### src/rtl/addr_map_if.sv
// Valid/ready beat bus for addr_map_pipe: upstream channel addresses in, remapped addresses out.
// master = producer/consumer side (window generator + memory ports), slave = the mapper.
interface addr_map_if #(
  parameter int NCH = 3,
  parameter int AW  = 12,
  parameter int OPW = 6
) ();
  logic              in_valid;
  logic              in_ready;
  logic [NCH*AW-1:0] in_addr;
  logic [OPW-1:0]    instr_fb;
  logic              out_valid;
  logic              out_ready;
  logic [NCH*AW-1:0] out_addr;
  logic              out_bypass;
  logic [NCH-1:0]    out_uflow;

  modport master (
    output in_valid, in_addr, instr_fb, out_ready,
    input  in_ready, out_valid, out_addr, out_bypass, out_uflow
  );

  modport slave (
    input  in_valid, in_addr, instr_fb, out_ready,
    output in_ready, out_valid, out_addr, out_bypass, out_uflow
  );
endinterface

### src/rtl/addr_map_pipe.sv
// Per-channel window address remapper: out_k = in_k - (k+1)*stride unless bypassed, with output
// register + 2-entry skid. Define ADDR_MAP_SAT_EN to clamp borrowing channels to 0 instead of wrapping.
module addr_map_pipe #(
  parameter int NCH       = 3,
  parameter int AW        = 12,
  parameter int STRIDE    = 9,
  parameter int OPW       = 6,
  parameter int BYPASS_OP = 5,
  parameter int SENTINEL  = 4091
) (
  input  logic          clk,
  input  logic          rst_n,
  input  logic          cfg_ld,
  input  logic [AW-1:0] cfg_stride,
  addr_map_if.slave     bus,
  output logic [15:0]   bypass_cnt
);

  // Offset width holds (NCH)*(2^AW-1) without overflow.
  localparam int OW = AW + $clog2(NCH + 1);

  typedef struct packed {
    logic [NCH*AW-1:0] addr;
    logic              bypass;
    logic [NCH-1:0]    uflow;
  } beat_t;

  logic [AW-1:0] stride_q;
  beat_t         new_beat;
  beat_t         out_q;
  logic          out_valid_q;
  logic          in_ready_q;
  beat_t         skid_mem [2];
  logic          wr_ptr, rd_ptr;
  logic [1:0]    skid_cnt, cnt_next;
  logic          accept, out_free, push, pop;

  always_comb begin
    logic          byp;
    logic [AW-1:0] in_k;
    logic [OW-1:0] off_k;
    logic          borrow;
    // NOTE: every always_comb output gets a default first so no path can infer a latch.
    new_beat = '0;
    in_k     = '0;
    off_k    = '0;
    borrow   = 1'b0;
    byp = (bus.instr_fb == OPW'(BYPASS_OP)) || (bus.in_addr[AW-1:0] == AW'(SENTINEL));
    new_beat.bypass = byp;
    for (int k = 0; k < NCH; k++) begin
      in_k  = bus.in_addr[k*AW +: AW];
      off_k = OW'(k + 1) * OW'(stride_q);
      if (byp) begin
        new_beat.addr[k*AW +: AW] = in_k;
      end else begin
        borrow                    = OW'(in_k) < off_k;
        new_beat.uflow[k]         = borrow;
        new_beat.addr[k*AW +: AW] = in_k - off_k[AW-1:0];
`ifdef ADDR_MAP_SAT_EN
        if (borrow) new_beat.addr[k*AW +: AW] = '0;
`endif
      end
    end
  end

  // The skid is always drained before a fresh beat may enter the output register, preserving order.
  assign accept   = bus.in_valid && in_ready_q;
  assign out_free = !out_valid_q || bus.out_ready;
  assign pop      = out_free && (skid_cnt != 2'd0);
  assign push     = accept && !(out_free && (skid_cnt == 2'd0));
  assign cnt_next = skid_cnt + {1'b0, push} - {1'b0, pop};

  // NOTE: sequential state uses non-blocking assignments so all registers update from pre-edge values.
  always_ff @(posedge clk or negedge rst_n) begin
    if (!rst_n) begin
      stride_q    <= AW'(STRIDE);
      out_q       <= '0;
      out_valid_q <= 1'b0;
      in_ready_q  <= 1'b1;
      wr_ptr      <= 1'b0;
      rd_ptr      <= 1'b0;
      skid_cnt    <= 2'd0;
      bypass_cnt  <= 16'd0;
    end else begin
      if (cfg_ld) stride_q <= cfg_stride;
      if (out_free) begin
        if (pop) begin
          out_q       <= skid_mem[rd_ptr];
          out_valid_q <= 1'b1;
        end else if (accept) begin
          out_q       <= new_beat;
          out_valid_q <= 1'b1;
        end else begin
          out_valid_q <= 1'b0;
        end
      end
      if (pop)  rd_ptr <= ~rd_ptr;
      if (push) wr_ptr <= ~wr_ptr;
      skid_cnt   <= cnt_next;
      in_ready_q <= (cnt_next != 2'd2);
      if (out_valid_q && bus.out_ready && out_q.bypass && (bypass_cnt != 16'hFFFF))
        bypass_cnt <= bypass_cnt + 16'd1;
    end
  end

  // NOTE: skid storage is data only and is not reset; skid_cnt alone decides which entries are live.
  always_ff @(posedge clk) begin
    if (push) skid_mem[wr_ptr] <= new_beat;
  end

  assign bus.in_ready   = in_ready_q;
  assign bus.out_valid  = out_valid_q;
  assign bus.out_addr   = out_q.addr;
  assign bus.out_bypass = out_q.bypass;
  assign bus.out_uflow  = out_q.uflow;

endmodule
### src/flat_wrapper.sv
// flat-port wrapper written by rule: the top's interface ports become plain ports
module addr_map_pipe_flat 
#(
  parameter int NCH       = 3,
  parameter int AW        = 12,
  parameter int STRIDE    = 9,
  parameter int OPW       = 6,
  parameter int BYPASS_OP = 5,
  parameter int SENTINEL  = 4091
)
  (clk, rst_n, cfg_ld, cfg_stride, bypass_cnt, bus_in_valid, bus_in_addr, bus_instr_fb, bus_out_ready, bus_in_ready, bus_out_valid, bus_out_addr, bus_out_bypass, bus_out_uflow);
  addr_map_if #(.NCH(NCH), .AW(AW), .OPW(OPW)) bus_i ();
  input  logic clk;
  input  logic rst_n;
  input  logic cfg_ld;
  input  logic [AW-1:0] cfg_stride;
  output logic [15:0] bypass_cnt;
  input wire logic [$bits(bus_i.in_valid)-1:0] bus_in_valid;
  input wire logic [$bits(bus_i.in_addr)-1:0] bus_in_addr;
  input wire logic [$bits(bus_i.instr_fb)-1:0] bus_instr_fb;
  input wire logic [$bits(bus_i.out_ready)-1:0] bus_out_ready;
  output wire logic [$bits(bus_i.in_ready)-1:0] bus_in_ready;
  output wire logic [$bits(bus_i.out_valid)-1:0] bus_out_valid;
  output wire logic [$bits(bus_i.out_addr)-1:0] bus_out_addr;
  output wire logic [$bits(bus_i.out_bypass)-1:0] bus_out_bypass;
  output wire logic [$bits(bus_i.out_uflow)-1:0] bus_out_uflow;
  assign bus_i.in_valid = bus_in_valid;
  assign bus_i.in_addr = bus_in_addr;
  assign bus_i.instr_fb = bus_instr_fb;
  assign bus_i.out_ready = bus_out_ready;
  assign bus_in_ready = bus_i.in_ready;
  assign bus_out_valid = bus_i.out_valid;
  assign bus_out_addr = bus_i.out_addr;
  assign bus_out_bypass = bus_i.out_bypass;
  assign bus_out_uflow = bus_i.out_uflow;
  addr_map_pipe #(.NCH(NCH), .AW(AW), .STRIDE(STRIDE), .OPW(OPW), .BYPASS_OP(BYPASS_OP), .SENTINEL(SENTINEL)) u_core (.clk(clk), .rst_n(rst_n), .cfg_ld(cfg_ld), .cfg_stride(cfg_stride), .bus(bus_i), .bypass_cnt(bypass_cnt));
endmodule
### config.mk
export PLATFORM = sky130hd
export DESIGN_NAME = addr_map_pipe_flat
export DESIGN_NICKNAME = d
export VERILOG_FILES = /design/src/rtl/addr_map_if.sv /design/src/rtl/addr_map_pipe.sv /design/src/flat_wrapper.sv
export SDC_FILE = /design/constraint.sdc
export NUM_CORES = 1
export LEC_CHECK = 0
export BUFFER_PORTS_ARGS = -buffer_cell sky130_fd_sc_hd__buf_2
export CAP_MARGIN = 20
export CORE_MARGIN = 5
export CORE_UTILIZATION = 45
export DETAILED_ROUTE_END_ITERATION = 8
export PLACE_DENSITY = 0.76
export RECOVER_POWER = 50
export SLEW_MARGIN = 20
export SYNTH_ARGS = -nofsm -noshare
export SYNTH_HDL_FRONTEND = slang
export SYNTH_SLANG_ARGS = --single-unit
### constraint.sdc
create_clock -name clk -period 4.4 [get_ports clk]
set_clock_uncertainty 0.15 [all_clocks]
set_input_delay 0.88 -clock clk [delete_from_list [all_inputs] [get_ports clk]]
set_output_delay 0.88 -clock clk [all_outputs]
set_load 0.05 [all_outputs]
## Word-level counts from Yosys, hierarchy flattened

Memory sizes are Yosys's and may differ from the RTL's.
Index checks and enable logic that the tools add are counted.

- Bits in registers: 74
- Bits in writable memories: 80
- Input bits: 59
- Output and inout bits: 58
- Word-level logic and storage cells: 54
- Memories: 1

- Add/subtract/negate cells: 6
- Multiply operators: 1
- Order comparisons: 3
- Eq/ne operators: 4
- Muxes and demuxes: 12
- Bitwise operators: 2
- Reductions and logical operators: 15

Memory list:

| memory | words | width | rd ports | clocked after Yosys merged registers in | wr ports | line | RTL |
|---|---|---|---|---|---|---|---|
| u_core.skid_mem | 2 | 40 | 1 | 0 | 1 | addr_map_pipe.sv:33 | `beat_t skid_mem [2];` |

Operator list:

| operator | count |
|---|---|
| 40-bit 2-to-1 mux | 2 |
| 12-bit 2-to-1 mux | 3 |
| 12-bit subtractor | 3 |
| 16-bit by 1-bit adder with 16-bit output (second input constant) | 1 |
| 16-bit inequality test (second input constant) | 1 |
| 12-bit by 14-bit less-than comparator with 1-bit output | 1 |
| 2-bit by 12-bit multiplier with 14-bit output (first input constant) | 1 |
| 12-bit by 13-bit less-than comparator with 1-bit output | 1 |
| 12-bit equality test (second input constant) | 1 |
| 12-bit less-than comparator | 1 |
| 1-bit logical AND | 7 |
| 1-bit 2-to-1 mux | 7 |
| 6-bit by 3-bit equality test with 1-bit output (second input constant) | 1 |
| 2-bit nonzero test | 2 |
| 2-bit by 1-bit adder with 2-bit output | 1 |
| 1-bit zero test | 2 |
| 2-bit zero test | 1 |
| 1-bit logical OR | 2 |
| 2-bit inequality test (second input constant) | 1 |
| 1-bit NOT | 2 |
| 2-bit AND reduction | 1 |
| 2-bit by 1-bit subtractor with 2-bit output | 1 |

## Logic depth before layout (Yosys ltp)

Gate-level depths: netlist of the first run.

- Depth in word-level cells: 8
- Depth in mapped cells: 15
- Gate-level depth less buffers: 15

## Worst setup path before layout of the first run

OpenSTA, ideal clock, no wires.

- Path type: input-to-reg
- Start point: input port bus_out_ready
- End point: memory u_core.skid_mem[0][0] in the netlist's numbering, enable pin
- Arrival: 3.872 ns
- Data required time: 3.763 ns
- Slack: -0.109 ns
- Stages on the path: 3
- Path buffers: 0
- Cells stage by stage: nor2b_1 nor3_1 nor3_1

- Word-level cells in the longest chain between the ends: 6

Ends and longest elaborated chain:

| item | line | RTL |
|---|---|---|
| from (decl) | flat_wrapper.sv:21 | `input wire logic [$bits(bus_i.out_ready)-1:0] bus_out_ready;` |
| 1-bit logical OR | addr_map_pipe.sv:68 | `assign out_free = !out_valid_q \|\| bus.out_ready;` |
| 1-bit logical AND | addr_map_pipe.sv:70 | `assign push = accept && !(out_free && (skid_cnt == 2'd0));` |
| 1-bit zero test | addr_map_pipe.sv:70 |  |
| 1-bit logical AND | addr_map_pipe.sv:70 |  |
| 1-bit 2-to-1 mux | addr_map_pipe.sv:108 | `if (push) skid_mem[wr_ptr] <= new_beat;` |
| 1-bit 2-to-1 mux (not written as such) | addr_map_pipe.sv:108 |  |
| to (decl) | addr_map_pipe.sv:33 |  |

Every way passes these cells.

==> results by stage, run 1 <==
Clocking:
- The number of buffers created by CTS is 17.
- The later pin in the worst-skew pair is clocked with a latency of 0.43 ns.
- TritonCTS built the clock tree.
- In this run the post-CTS setup repair buffer count came out at 0.
- The number of gates resized after CTS was 0.
- The clock passes through at most 2 buffers.
- After clock tree synthesis, the flow added hold-fix buffers numbering 0.
- The deepest level of the CTS H-tree is 4.
- After clock tree synthesis, the clock-pin slew on the worst setup and hold paths is 0.07 ns.
- The clock net in this run drives a total of 154 sinks.
- The clock tree root buffer cell is sky130_fd_sc_hd__clkbuf_16.

Status:
- The flow ran to the end, but the final reports show violations.
- The checks that failed: max-capacitance violations, max-slew violations.

Timing:
- The total setup violations reported at the end of the flow is 0.
- The final hold violation count is 0.
- Of the available clock period, the critical path in the final layout requires 0.9073.
- Setup repair after global routing left no endpoint under its margin.
- The timing-limited maximum frequency is 0.2505 GHz.
- For the pin with the worst max-slew slack, the measured transition is 2.444 ns.
- Subtracting the final worst setup slack from the clock period gives 3.992 ns.
- The sum of negative setup slack is 0 ns.
- Headroom to the max-slew limit came out at -0.6296.
- The number of slew-limit violations in the final report came to 146.
- The worst setup slack after layout is 0.4079 ns.

Synthesis:
- Synthesis inferred 154 register bits.
- In the synthesized netlist the async set-or-reset flop fraction comes to 0.4805.
- The gate count after technology mapping is 791.
- Yosys mapped a number of flops with a built-in enable equal to 80.
- The share of the yosys chip area belonging to registers is 0.4961.
- The mean instance size in the synthesized netlist is 10.85 um2.
- The synthesized netlist occupies a cell area of 8583 um2.
- The synthesized-area fraction occupied by xor and xnor cells is 0.03673.
- The complex-gate fraction of the synthesized area is 0.1611.
- The dominant combinational cell family by area after synthesis is compound AO/OA/AOI/OAI gates.
- Of the total synthesized cell area, the portion taken by full adders, half adders and majority gates is 0.08367.
- The multiplexer share of the synthesized area is 0.06050.
- The count of unique library cells instantiated by Yosys is 70.
- The simple-gate share of the synthesized area is 0.1271.
- For this run, the number of Yosys warnings is 0.
- Synthesis produced a netlist with a net count of 905.
- Among all flip-flop cells after synthesis, the most frequent one is sky130_fd_sc_hd__edfxtp_1.

Worst setup path:
- The reg-to-reg critical path startpoint is u_core.stride_q[1]$_DFFE_PN0P_.
- Broken down by cell family, the worst path's largest delay share belongs to compound AO/OA/AOI/OAI gates.
- The worst-case reg-to-reg path depth is 12.
- The setup check on the worst reg-to-reg path leaves a slack of 0.41 ns.
- The classification of the worst setup path is flip-flop to flip-flop.
- STA classifies the critical path endpoint as a flip-flop.
- The required time at the worst-slack endpoint is 4.56 ns.
- For the worst setup path, the data arrival time is 4.15 ns.
- The end of the worst register-to-register path is u_core.bus.out_addr[35]$_DFFE_PN0P_.
- The kind of start point of the critical path is a flip-flop.
- Traced cell by cell, the critical path runs through ha_1 -> fa_1 -> a21o_1 -> a221oi_1 -> o31ai_1 -> xor2_1 -> ha_1 -> mux2_2 -> a211oi_1 -> o311ai_1 -> mux2_2 -> a221o_1.
- The number of buffer and inverter instances along the worst setup path is 0.
- The delay of the slowest cell on the worst path is 0.48 ns.
- Among all stages on the critical path, the largest delay is contributed by sky130_fd_sc_hd__dfrtp_1.
- The worst-path maximum fanout is 6.

GRT:
- The maximum number of pins on one net before global-route repair is 75.
- The number of antenna violations at the first check in global routing came to 1.
- The total routing usage reported by global routing is 0.1960.
- The wire length of the first global-routing pass is 33600 um.
- The remaining global-route overflow is 0.
- The via count of the first global-routing pass is 6420.

Drt:
- The detailed-route wire length is 21290 um.
- The remaining design rule violation count is 0.
- In this run the remaining antenna-violating nets after routing total 0.
- The first-pass iteration count of the detailed router is 6.
- The detailed router finished its first iteration with 454 violations.
- The ratio of routed vias to standard cells is 5.772.
- The via count of the routed design is 6649.
- In the final routed layout, each cell accounts on average for 18.48 um.

Worst hold path:
- The number of stages on the worst hold path is 1.
- For hold timing, the worst endpoint is u_core.bypass_cnt[10]$_DFFE_PN0P_.
- The path type of the worst min-delay path is flip-flop to flip-flop.
- In this run the most critical hold path is launched from u_core.bypass_cnt[10]$_DFFE_PN0P_.

Power:
- The maximum VDD drop is 294.5 uV.
- The analysis attributes to cell leakage a power of 4.173 nW.
- The power density relative to cell area is 664.4 nW/um2.

Cells and area:
- The multi-input logic area is 4044 um2.
- The fill cell total of the finished layout is 1652.
- The area growth from synthesis to final layout is 14.84%.
- The repair_antennas step left the layout with diodes totalling 0.
- Registers take 4258 um2.
- After the last flow step, the layout net total stands at 1019.
- In the final layout, the share of cells above drive strength 1 is 0.1525.

Die:
- For this configuration, the core starts out at a cell density of 0.4573.
- The die height is 148.1 um.
- The floorplan step defined a core boundary enclosing 18770 um2.
- The die covers 21940 um2.
- The number of placement rows is 50.
- The number of I/O pins is 117.
- From left edge to right edge, the die measures 148.1 um.

Flow run:
- The max capacitance violation total is 3.

Placement:
- The minimum setup slack after placement is 0.4241 ns.
- In this run the tool buffered the top-level ports with 116 buffer cells.
- Routability-driven placement finished with a final weighted congestion of 0.9139.
- The HPWL reported at the end of detailed placement is 15420 um.
per-layer routing:
| metal | global-route usage | wire, um | up-vias |
|---|---|---|---|
| met5 | 0 | 11 | - |
| met4 | 0.06051 | 475 | 2 |
| met3 | 0.05210 | 1578 | 35 |
| met2 | 0.3126 | 9861 | 244 |
| met1 | 0.2637 | 9363 | 3186 |
| li1 | - | - | 3182 |
state kept, by name, indices dropped and copies added, names as in the netlist:
register               flops
u_core.rd_ptr              1
u_core.bus.out_uflow       3
u_core.skid_mem           80
u_core.bypass_cnt         16
u_core.skid_cnt            2
u_core.bus.out_addr       36
u_core.bus.out_valid       1
u_core.bus.out_bypass      1
u_core.bus.in_ready        1
u_core.wr_ptr              1
u_core.stride_q           12
worst max path at each step:
stage,start,end,slack (ns),cells after the start
6_report,u_core.stride_q[1]$_DFFE_PN0P_,u_core.bus.out_addr[35]$_DFFE_PN0P_,0.41,12
5_1_grt,u_core.stride_q[1]$_DFFE_PN0P_,u_core.bus.out_addr[35]$_DFFE_PN0P_,0.06,14
4_1_cts,u_core.stride_q[1]$_DFFE_PN0P_,u_core.bus.out_addr[35]$_DFFE_PN0P_,0.39,12
3_5_place_dp,u_core.stride_q[1]$_DFFE_PN0P_,u_core.bus.out_addr[35]$_DFFE_PN0P_,0.42,12
3_3_place_gp,u_core.stride_q[1]$_DFFE_PN0P_,u_core.bus.out_addr[35]$_DFFE_PN0P_,0.50,12
2_1_floorplan,u_core.stride_q[1]$_DFFE_PN0P_,u_core.bus.out_addr[35]$_DFFE_PN0P_,0.69,12
stage by stage:
step           cell area (um2)  power, mW  hold WS (ns)  utilization  instances
4_1_cts                   9925      6.616        0.3565       0.5288       1152
6_report                  9857      6.549        0.3522       0.5252       1152
5_1_grt                   9857      6.927        0.3853       0.5252       1152
2_1_floorplan             8588      4.495        0.3237            -        791
3_3_place_gp              9387      5.188        0.3295       0.5001       1120
3_5_place_dp              9387      5.256        0.3474       0.5001       1120
area by class of cell:
| cell class | count | area share |
|---|---|---|
| sequential | 154 | 0.4320 |
| multi-input combinational | 571 | 0.4103 |
| timing repair buffer | 124 | 0.05915 |
| clock buffer | 19 | 0.04392 |
| tap | 234 | 0.02970 |
| inverter | 37 | 0.01434 |
| clock inverter | 13 | 0.01066 |
worst register-to-register path: stages (launching register included):
cell	delay (ns)
sky130_fd_sc_hd__dfrtp_1	0.48
sky130_fd_sc_hd__ha_1	0.26
sky130_fd_sc_hd__fa_1	0.41
sky130_fd_sc_hd__a21o_1	0.23
sky130_fd_sc_hd__a221oi_1	0.36
sky130_fd_sc_hd__o31ai_1	0.17
sky130_fd_sc_hd__xor2_1	0.17
sky130_fd_sc_hd__ha_1	0.37
sky130_fd_sc_hd__mux2_2	0.35
sky130_fd_sc_hd__a211oi_1	0.17
sky130_fd_sc_hd__o311ai_1	0.14
sky130_fd_sc_hd__mux2_2	0.30
sky130_fd_sc_hd__a221o_1	0.32
cell usage after synthesis, types with 5 or more instances:
library cell / instances / area share
sky130_fd_sc_hd__a211oi_1: 8 / 0.0070
sky130_fd_sc_hd__a21o_1: 14 / 0.012
sky130_fd_sc_hd__a21oi_1: 23 / 0.013
sky130_fd_sc_hd__a221o_1: 11 / 0.013
sky130_fd_sc_hd__a31oi_1: 11 / 0.0080
sky130_fd_sc_hd__and2_1: 5 / 0.0036
sky130_fd_sc_hd__and3_1: 8 / 0.0058
sky130_fd_sc_hd__buf_2: 6 / 0.0035
sky130_fd_sc_hd__clkbuf_1: 14 / 0.0061
sky130_fd_sc_hd__dfrtp_1: 71 / 0.21
sky130_fd_sc_hd__edfxtp_1: 80 / 0.28
sky130_fd_sc_hd__ha_1: 51 / 0.074
sky130_fd_sc_hd__inv_1: 35 / 0.015
sky130_fd_sc_hd__mux2_2: 15 / 0.020
sky130_fd_sc_hd__mux2i_1: 35 / 0.041
sky130_fd_sc_hd__nand2_1: 83 / 0.036
sky130_fd_sc_hd__nand2b_1: 11 / 0.0080
sky130_fd_sc_hd__nand3_1: 12 / 0.0070
sky130_fd_sc_hd__nand4_1: 9 / 0.0066
sky130_fd_sc_hd__nor2_1: 45 / 0.020
sky130_fd_sc_hd__nor2b_1: 13 / 0.0095
sky130_fd_sc_hd__nor3_1: 14 / 0.0082
sky130_fd_sc_hd__o211ai_1: 9 / 0.0079
sky130_fd_sc_hd__o21a_1: 11 / 0.0096
sky130_fd_sc_hd__o21ai_0: 24 / 0.014
sky130_fd_sc_hd__o21ai_1: 37 / 0.022
sky130_fd_sc_hd__o22ai_1: 11 / 0.0080
sky130_fd_sc_hd__o31ai_1: 11 / 0.0096
sky130_fd_sc_hd__xnor2_1: 20 / 0.020
sky130_fd_sc_hd__xor2_1: 16 / 0.016
cells by family after synthesis:
group,count (synthesis)
and+or+nand+nor,224
AOI/OAI and AO/OA,206
DFF,154
buffers and inverters,66
adders and majority gates,55
muxes,50
xor gates and xnor gates,36
power by group:
group	internal, mW	total, mW	switching [mW]
registers	2.08	2.38	0.295
clock network	0.737	1.35	0.610
logic	0.884	2.83	1.94
placed cells by master (no fill, tap or decap), drive strengths merged, types with 5 or more instances in the layout:
master  Yosys  routed
nor2       47      47
a21o       14      14
xnor2      20      20
edfxtp     80      80
nor3       14      14
a21oi      23      23
nand2b     11      11
mux2       15      15
xor2       16      16
ha         51      51
o211ai      9       9
clkbuf     17      64
nand2      83      83
nand3      13      13
and2        5       5
buf        12      79
o21a       11      11
a31oi      12      12
o22ai      11      11
dfrtp      71      71
mux2i      35      35
a211oi      8       8
inv        37      47
and3        8       8
nand4       9       9
o21ai      61      61
a221o      11      11
o31ai      11      11
nor2b      14      14
No activity file was read; power rests on OpenSTA's default activity.
==> run 2, diff against run 1 <==
--- a/config.mk
+++ b/config.mk
@@ -5,12 +5,12 @@
 export SDC_FILE = /design/constraint.sdc
 export NUM_CORES = 1
 export LEC_CHECK = 0
-export BUFFER_PORTS_ARGS = -buffer_cell sky130_fd_sc_hd__buf_2
 export CAP_MARGIN = 20
 export CORE_MARGIN = 5
 export CORE_UTILIZATION = 45
 export DETAILED_ROUTE_END_ITERATION = 8
-export PLACE_DENSITY = 0.76
+export DONT_BUFFER_PORTS = 1
+export PLACE_DENSITY = 0.71
 export RECOVER_POWER = 50
 export SLEW_MARGIN = 20
 export SYNTH_ARGS = -nofsm -noshare
==> run 2 against run 1 <==
Net effect:
- the flow still finishes with violations (max-capacitance violations, max-slew violations)
- first-iteration DRC count increased by 9.7%
- non-clock buffer count shrank 116
- maximum frequency up 1.1%
- via count down 8.1%
- core utilization is 2.4 points lower
- sequential share of layout area increased by 2.0 points
- final area shrank 4.5%
- worst setup slack better by 0.042 ns
- combinational power down 36%
- sequential cell count is the same
- sequential power grew 32%
- largest power group is now sequential cells
==> results by stage, run 2 (synthesized netlist as in run 1, its figures left out) <==
GRT:
- The remaining global-route overflow is 0 (unchanged).
- The maximum number of pins on one net before global-route repair is 72 (-4.0%).
- The via count of the first global-routing pass is 5822 (-9.3%).
- The number of antenna violations at the first check in global routing is 1 (unchanged).
- The total routing usage reported by global routing came to 0.1934 (-0.002515).
- The wire length of the first global-routing pass came to 32950 um (-1.9%).

Worst setup path:
- The number of buffer and inverter instances along the worst setup path is 0 (unchanged).
- The kind of start point of the critical path is a flip-flop.
- The reg-to-reg critical path startpoint is u_core.stride_q[1]$_DFFE_PN0P_.
- The worst path arrival time is 4.12 ns (-0.03 ns).
- Broken down by cell family, the worst path's largest delay share belongs to compound AO/OA/AOI/OAI gates.
- The delay of the slowest cell on the worst path is 0.48 ns (about the same).
- The slowest cell on the critical path is sky130_fd_sc_hd__dfrtp_1.
- The critical path is of the flip-flop to flip-flop type.
- The signal on the critical path passes through ha_1 -> fa_1 -> a21o_1 -> a221oi_1 -> o31ai_1 -> xor2_1 -> ha_1 -> mux2_2 -> a211oi_1 -> o311ai_1 -> mux2_2 -> a221o_1.
- The nature of the critical path endpoint is a flip-flop.
- The startpoint of the most critical setup path is u_core.stride_q[1]$_DFFE_PN0P_.
- The required time at the worst-slack endpoint came to 4.57 ns (about the same).
- The worst-path maximum fanout is 6 (unchanged).
- The register-to-register path setup slack is 0.45 ns (+0.04 ns).

Cells and area:
- In the layout the commonest cells are 83 x sky130_fd_sc_hd__nand2_1, 80 x sky130_fd_sc_hd__edfxtp_1, 70 x sky130_fd_sc_hd__dfrtp_1.
- The antenna cell count is 0 (unchanged).
- The proportion of layout cells with a drive suffix above 1 is 0.08105 (-0.07146).
- The post-layout utilization of the core is 0.5017 (-0.02353).
- Leaving out fill and tap cells, the most frequent cell in the layout is sky130_fd_sc_hd__nand2_1.
- The flip-flop count of the largest register, all copies and words added is 80 (unchanged).
- The register with the most flip-flops in the final layout is u_core.skid_mem.
- The net count reported at finish was 903 (-11%).
- The area growth from synthesis to layout is 9.694%.

Clocking:
- TritonCTS built the clock tree.
- The clock tree root buffer cell is sky130_fd_sc_hd__clkbuf_16.
- The latest clock arrival within the worst-skew pair came to 0.44 ns (about the same).
- The count of hold-fix buffers inserted at cts is 1 (+1).
- The deepest level of the CTS H-tree is 4 (unchanged).
- The number of buffers on the longest clock path is 2 (unchanged).
- The clock edge transition at the registers on the reported setup and hold paths is 0.08 ns (about the same).
- The number of buffers created by CTS is 17 (unchanged).
- The number of gates given a new drive strength after cts is 0 (unchanged).
- The post-CTS setup-driven buffer insertion count is 0 (unchanged).
- The total number of clock tree sinks was 154 (unchanged).

Drt:
- The first-pass iteration count of the detailed router is 5 (-1).
- The detailed-route wire length is 20930 um (-1.7%).
- The final routed wire length divided by cell count is 20.20 um (+9.3%).
- The post-detailed-route count of antenna-violating nets was 0 (unchanged).
- The ratio of routed vias to standard cells is 5.897 (+2.2%).
- The via count of the routed design is 6109 (-8.1%).
- The remaining design rule violation count was 0 (unchanged).
- The number of design-rule violations left by the first detailed-router iteration is 498 (+9.7%).

Die:
- The die height is 148.1 um (unchanged).
- The number of placement rows is 50 (unchanged).
- The floorplan die width is 148.1 um (unchanged).
- The starting density of the core is 0.4573 (unchanged).
- The total die area came to 21940 um2 (unchanged).
- The number of I/O pins was 117 (unchanged).
- The area of the core is 18770 um2 (unchanged).

Timing:
- The worst hold margin is 0.1236 ns (-0.2287 ns).
- The sum of negative setup slack was 0 ns (unchanged).
- The time the final worst path needs with I/O delays and setup is 3.950 ns (-0.04231 ns).
- The measured slew at the worst slew-check pin came to 2.514 ns (+0.07009 ns).
- The final worst-path cycle share is 0.8977 (-0.009615).
- Setup repair after global routing left no endpoint under its margin.
- The timing-limited maximum frequency was 0.2532 GHz (+1.1%).
- The worst slew margin relative to its limit was -0.6763 (-0.04673).
- The number of slew-limit violations in the final report is 114 (-22%).
- The total setup violations reported at the end of the flow is 0 (unchanged).
- The final hold violation count was 0 (unchanged).

Placement:
- The count of input and output buffers came to 0 (-100%).
- The weighted congestion reported at the end of routability-driven placement came to 0.8923 (-2.4%).
- The HPWL reported at the end of detailed placement is 14940 um (-3.1%).

Flow run:
- The max capacitance violation total is 3 (unchanged).

Power:
- The maximum VDD drop is 311.7 uV (+5.8%).
- The leakage power of the design is 3.845 nW (-7.9%).
- The power density relative to cell area is 689.9 nW/um2 (+3.8%).

Status:
- The run finished, with violations left.
- The final reports fail on max-capacitance violations, max-slew violations.

Worst hold path:
- The tightest min-delay check is of the input pin to asynchronous set/reset pin type.
run 2: changes by cell type in the layout (fill, tap and decap cells not counted), moves of 2 or more:
cell,change
sky130_fd_sc_hd__buf_4,-2
sky130_fd_sc_hd__buf_2,-72
sky130_fd_sc_hd__inv_4,-4
sky130_fd_sc_hd__dfstp_2,-3
sky130_fd_sc_hd__clkinv_8,+6
sky130_fd_sc_hd__clkbuf_1,-45
sky130_fd_sc_hd__dfstp_1,+3
run 2: worst reg2reg max path, cell delays in order, from the launching register on:
cell and delay, ns:
sky130_fd_sc_hd__dfrtp_1 0.48, sky130_fd_sc_hd__ha_1 0.26, sky130_fd_sc_hd__fa_1 0.40, sky130_fd_sc_hd__a21o_1 0.22, sky130_fd_sc_hd__a221oi_1 0.35, sky130_fd_sc_hd__o31ai_1 0.17
sky130_fd_sc_hd__xor2_1 0.17, sky130_fd_sc_hd__ha_1 0.38, sky130_fd_sc_hd__mux2_2 0.36, sky130_fd_sc_hd__a211oi_1 0.17, sky130_fd_sc_hd__o311ai_1 0.13, sky130_fd_sc_hd__mux2_2 0.30
sky130_fd_sc_hd__a221o_1 0.31
run 2: final timing paths:
check / endpoint / cells past startpoint
hold / removal: u_core.bus.in_ready$_DFF_PN1_ / 0
hold reg to reg: u_core.bus.out_addr[3]$_DFFE_PN0P_ / 2
setup reg to reg: u_core.bus.out_addr[35]$_DFFE_PN0P_ / 12
min in group clk: u_core.stride_q[3]$_DFFE_PN1P_ / 1
setup / recovery: u_core.bus.out_addr[35]$_DFFE_PN0P_ / 12
max in group asynchronous: u_core.rd_ptr$_DFFE_PN0P_ / 1
run 2: per-stage QoR:
step	setup WS [ns]	instance area [um2]	power [mW]	std cells
finish	0.4503	9415	6.496	1036
global placement	0.5008	8788	4.948	1002
detailed placement	0.4372	8788	5.002	1002
CTS	0.4230	9447	6.546	1035
floorplan	0.6918	8588	4.495	791
global route	0.1184	9415	6.871	1036
run 2: power breakdown:
part           switching (mW)  leakage (nW)  internal (mW)  total [mW]
combinational            1.05          1.91          0.770        1.82
clock                   0.696         0.305          0.826        1.52
sequential               1.09          1.63           2.06        3.15
total                    2.84          3.84           3.66        6.50
run 2: routing by layer:
metal	wire (um)	GRT usage	up-vias
met4	282	0.04850	2
met5	13	0	-
met3	2399	0.07983	32
met2	9549	0.2978	242
li1	-	-	2944
met1	8685	0.2558	2889
run 2: layout make-up:
cell class,instances,area [um2]
Multi-Input combinational cell,571,4025
Tap cell,234,292.8
Fill cell,1665,9353
Clock inverter,15,205.2
Inverter,37,141.4
Clock buffer,17,425.4
Timing Repair Buffer,8,66.31
Sequential cell,154,4259
==> run 3, diff against run 2 <==
--- a/config.mk
+++ b/config.mk
@@ -6,11 +6,13 @@
 export NUM_CORES = 1
 export LEC_CHECK = 0
 export CAP_MARGIN = 20
+export CELL_PAD_IN_SITES_DETAIL_PLACEMENT = 1
+export CELL_PAD_IN_SITES_GLOBAL_PLACEMENT = 2
 export CORE_MARGIN = 5
-export CORE_UTILIZATION = 45
+export CORE_UTILIZATION = 42
 export DETAILED_ROUTE_END_ITERATION = 8
 export DONT_BUFFER_PORTS = 1
-export PLACE_DENSITY = 0.71
+export PLACE_DENSITY = 0.91
 export RECOVER_POWER = 50
 export SLEW_MARGIN = 20
 export SYNTH_ARGS = -nofsm -noshare
==> run 3 against run 2 <==
Net effect:
- worst setup slack got worse by 0.096 ns
- combinational power rose by 4%
- core utilization fell by 3.5 points
- clock power fell by 5%
- critical endpoint unchanged
- via count rose by 2.7%
- sequential power barely moved
- first-iteration DRC count fell by 27%
- non-clock buffer count rose by 3
- the flow still finishes with violations (max-capacitance violations, max-slew violations)
==> results by stage, run 3 (synthesized netlist as in run 1, its figures left out) <==
Cells and area:
- Counting flops per register, the top entry is u_core.skid_mem.
- Leaving out fill and tap cells, the most frequent cell in the layout is sky130_fd_sc_hd__nand2_1.
- The post-layout utilization of the core is 0.4671 (-0.03454).
- The net count reported at finish is 906 (+0.33%).
- In the layout the commonest cells are 83 x sky130_fd_sc_hd__nand2_1, 80 x sky130_fd_sc_hd__edfxtp_1, 70 x sky130_fd_sc_hd__dfrtp_1.
- The proportion of layout cells with a drive suffix above 1 came to 0.08447 (+0.003425).
- The antenna cell count is 0 (unchanged).
- The area growth from synthesis to final layout is 9.767% (about the same).
- The flip-flop count of the largest register, all copies and words added is 80 (unchanged).

Worst setup path:
- The number of buffer and inverter instances along the worst setup path is 0 (unchanged).
- The kind of start point of the critical path is a flip-flop.
- The critical path ends at u_core.bus.out_addr[35]$_DFFE_PN0P_.
- The slowest cell on the critical path is sky130_fd_sc_hd__dfrtp_1.
- In this design, the critical path's most frequently occurring cell is sky130_fd_sc_hd__ha_1.
- The worst-path maximum fanout came to 6 (unchanged).
- The worst setup path is captured at a flip-flop.
- The register-to-register path setup slack is 0.35 ns (-0.10 ns).
- On the critical path the largest part of the delay comes from compound AO/OA/AOI/OAI gates.
- The delay of the slowest cell on the worst path is 0.49 ns (about the same).
- The endpoint identified for the worst register-to-register timing path is u_core.bus.out_addr[35]$_DFFE_PN0P_.
- Tracing the worst setup path back leads to its startpoint at u_core.stride_q[1]$_DFFE_PN0P_.
- The required time at the worst-slack endpoint came to 4.57 ns (about the same).
- The worst-case reg-to-reg path depth is 14 (+2).
- Walking the worst path, the cells encountered are ha_1 -> fa_1 -> a21o_1 -> a221oi_1 -> nor2_1 -> xnor2_1 -> ha_1 -> nand2_1 -> o21ai_1 -> nor3b_1 -> a211oi_1 -> o311ai_1 -> mux2_2 -> a221o_1.
- The classification of the worst setup path is flip-flop to flip-flop.
- The number of cells on the critical path was 14 (+2).
- The worst path arrival time is 4.21 ns (+0.09 ns).
- The reg-to-reg critical path startpoint is u_core.stride_q[1]$_DFFE_PN0P_.

GRT:
- The total routing usage reported by global routing is 0.2032 (+0.009718).
- The via count of the first global-routing pass was 6570 (+13%).
- The met3 usage is 0.06757 (-0.01226).
- The met1 track demand over resource is 0.2550 (-0.0007501).
- The maximum number of pins on one net before global-route repair is 72 (unchanged).
- met2 is the most crowded layer.
- The remaining global-route overflow came to 0 (unchanged).
- The wire length of the first global-routing pass was 37160 um (+13%).
- The routing usage on met2 was 0.3389 (+0.04110).
- The number of antenna violations at the first check in global routing is 0 (-1).

Clocking:
- The latest clock arrival within the worst-skew pair is 0.44 ns (about the same).
- The number of buffers created by CTS is 17 (unchanged).
- The deepest level of the CTS H-tree is 4 (unchanged).
- The TritonCTS clock tree is done.
- The clock tree root buffer cell is sky130_fd_sc_hd__clkbuf_16.
- The number of buffers on the longest clock path is 2 (unchanged).
- The total number of clock tree sinks is 154 (unchanged).
- The clock edge transition at the registers on the reported setup and hold paths is 0.07 ns (about the same).

Die:
- The area of the core came to 20170 um2 (+7.5%).
- The die height was 153.0 um (+3.3%).
- The number of placement rows is 52 (+4.0%).
- The total die area is 23400 um2 (+6.6%).
- The starting density of the core is 0.4256 (-0.03178).
- The number of I/O pins is 117 (unchanged).
- The floorplan die width came to 153.0 um (+3.3%).

Placement:
- The HPWL reported at the end of detailed placement is 17140 um (+15%).
- The count of input and output buffers came to 0 (unchanged).
- The weighted congestion reported at the end of routability-driven placement is 0.8295 (-7.0%).

Drt:
- The remaining design rule violation count is 0 (unchanged).
- The via count of the routed design was 6274 (+2.7%).
- The number of design-rule violations left by the first detailed-router iteration was 363 (-27%).
- The detailed-route wire length is 23590 um (+13%).
- The post-detailed-route count of antenna-violating nets came to 0 (unchanged).
- The final routed wire length divided by cell count came to 21.95 um (+8.6%).
- The ratio of routed vias to standard cells was 5.836 (-1.0%).
- The first-pass iteration count of the detailed router is 5 (unchanged).

Timing:
- The total setup violations reported at the end of the flow came to 0 (unchanged).
- The worst hold margin is 0.1219 ns (-0.001695 ns).
- The measured slew at the worst slew-check pin is 1.987 ns (-0.5272 ns).
- The number of slew-limit violations in the final report is 88 (-23%).
- The timing-limited maximum frequency came to 0.2472 GHz (-2.4%).
- Setup repair after global routing left no endpoint under its margin.
- The final worst-path cycle share is 0.9195 (+0.02186).
- The final hold violation count is 0 (unchanged).
- The sum of negative setup slack is 0 ns (unchanged).
- The time the final worst path needs with I/O delays and setup is 4.046 ns (+0.09616 ns).
- The worst slew margin relative to its limit was -0.3249 (+0.3515).

Power:
- The maximum VDD drop came to 303.2 uV (-2.7%).
- The leakage power of the design came to 3.839 nW (-0.15%).
- The power density relative to cell area is 689.4 nW/um2 (about the same).

Status:
- The flow ran to the end, but the final reports show violations.
- The final reports fail on max-capacitance violations, max-slew violations.

Flow run:
- The max capacitance violation total came to 2 (-1).

Worst hold path:
- The path type of the worst min-delay path is input pin to asynchronous set/reset pin.
[run 3: worst min path at each step]
stage	start	to	slack (ns)	depth (start not counted)
floorplan	u_core.wr_ptr$_DFFE_PN0P_	u_core.wr_ptr$_DFFE_PN0P_	0.32	1
global placement	u_core.skid_mem[0][29]$_DFFE_PP_	u_core.bus.out_addr[25]$_DFFE_PN0P_	0.35	2
detailed placement	u_core.skid_mem[1][19]$_DFFE_PP_	u_core.bus.out_addr[15]$_DFFE_PN0P_	0.37	2
CTS	rst_n	u_core.bus.in_ready$_DFF_PN1_	0.11	0
global route	rst_n	u_core.bus.in_ready$_DFF_PN1_	0.10	0
finish	rst_n	u_core.bus.in_ready$_DFF_PN1_	0.12	0
[run 3: per-stage QoR]
stage	cells	power (mW)	cell area, um2	setup slack (ns)
6_report	1075	6.495	9422	0.3541
5_1_grt	1075	6.847	9422	0.04482
4_1_cts	1075	6.549	9465	0.3109
3_5_place_dp	1042	5.080	8866	0.3306
3_3_place_gp	1042	4.978	8866	0.4145
2_1_floorplan	791	4.495	8588	0.6918
[run 3: worst reg2reg max path, delay by kind of cell, from the launching register on]
kind | cells | cell delay, ns
compound gates | 6 | 1.55
fa+ha+maj | 3 | 1.00
flops | 1 | 0.49
mux | 1 | 0.30
simple gates | 3 | 0.28
xor+xnor | 1 | 0.14
[run 3: repair_timing]
| action | 4_1_cts | 5_1_grt |
|---|---|---|
| hold endpoints to repair | 71 | 0 |
| resized for setup | 0 | 0 |
| setup endpoints to repair | 0 | 0 |
| setup buffers | 0 | 0 |
| hold buffers | 1 | 0 |
[run 3: cell type report]
type | count | area [um2]
clock buffers | 19 | 454.2
clock inverters | 13 | 117.6
fillers | 2236 | 10750
inverters | 37 | 141.4
multi-input cells | 571 | 4038
flip-flops and latches | 154 | 4259
well taps | 270 | 337.8
repair buffers | 11 | 73.82
[run 3: report_power, final]
group	switching, mW	total [mW]	internal (mW)
Sequential	1.09	3.15	2.06
Clock	0.662	1.44	0.781
Combinational	1.13	1.90	0.769
Total	2.88	6.50	3.61
[run 3: metal layers]
metal	up-vias	share of wire
met5	-	0
li1	2944	-
met3	28	0.068
met1	3170	0.43
met4	0	0.015
met2	132	0.49
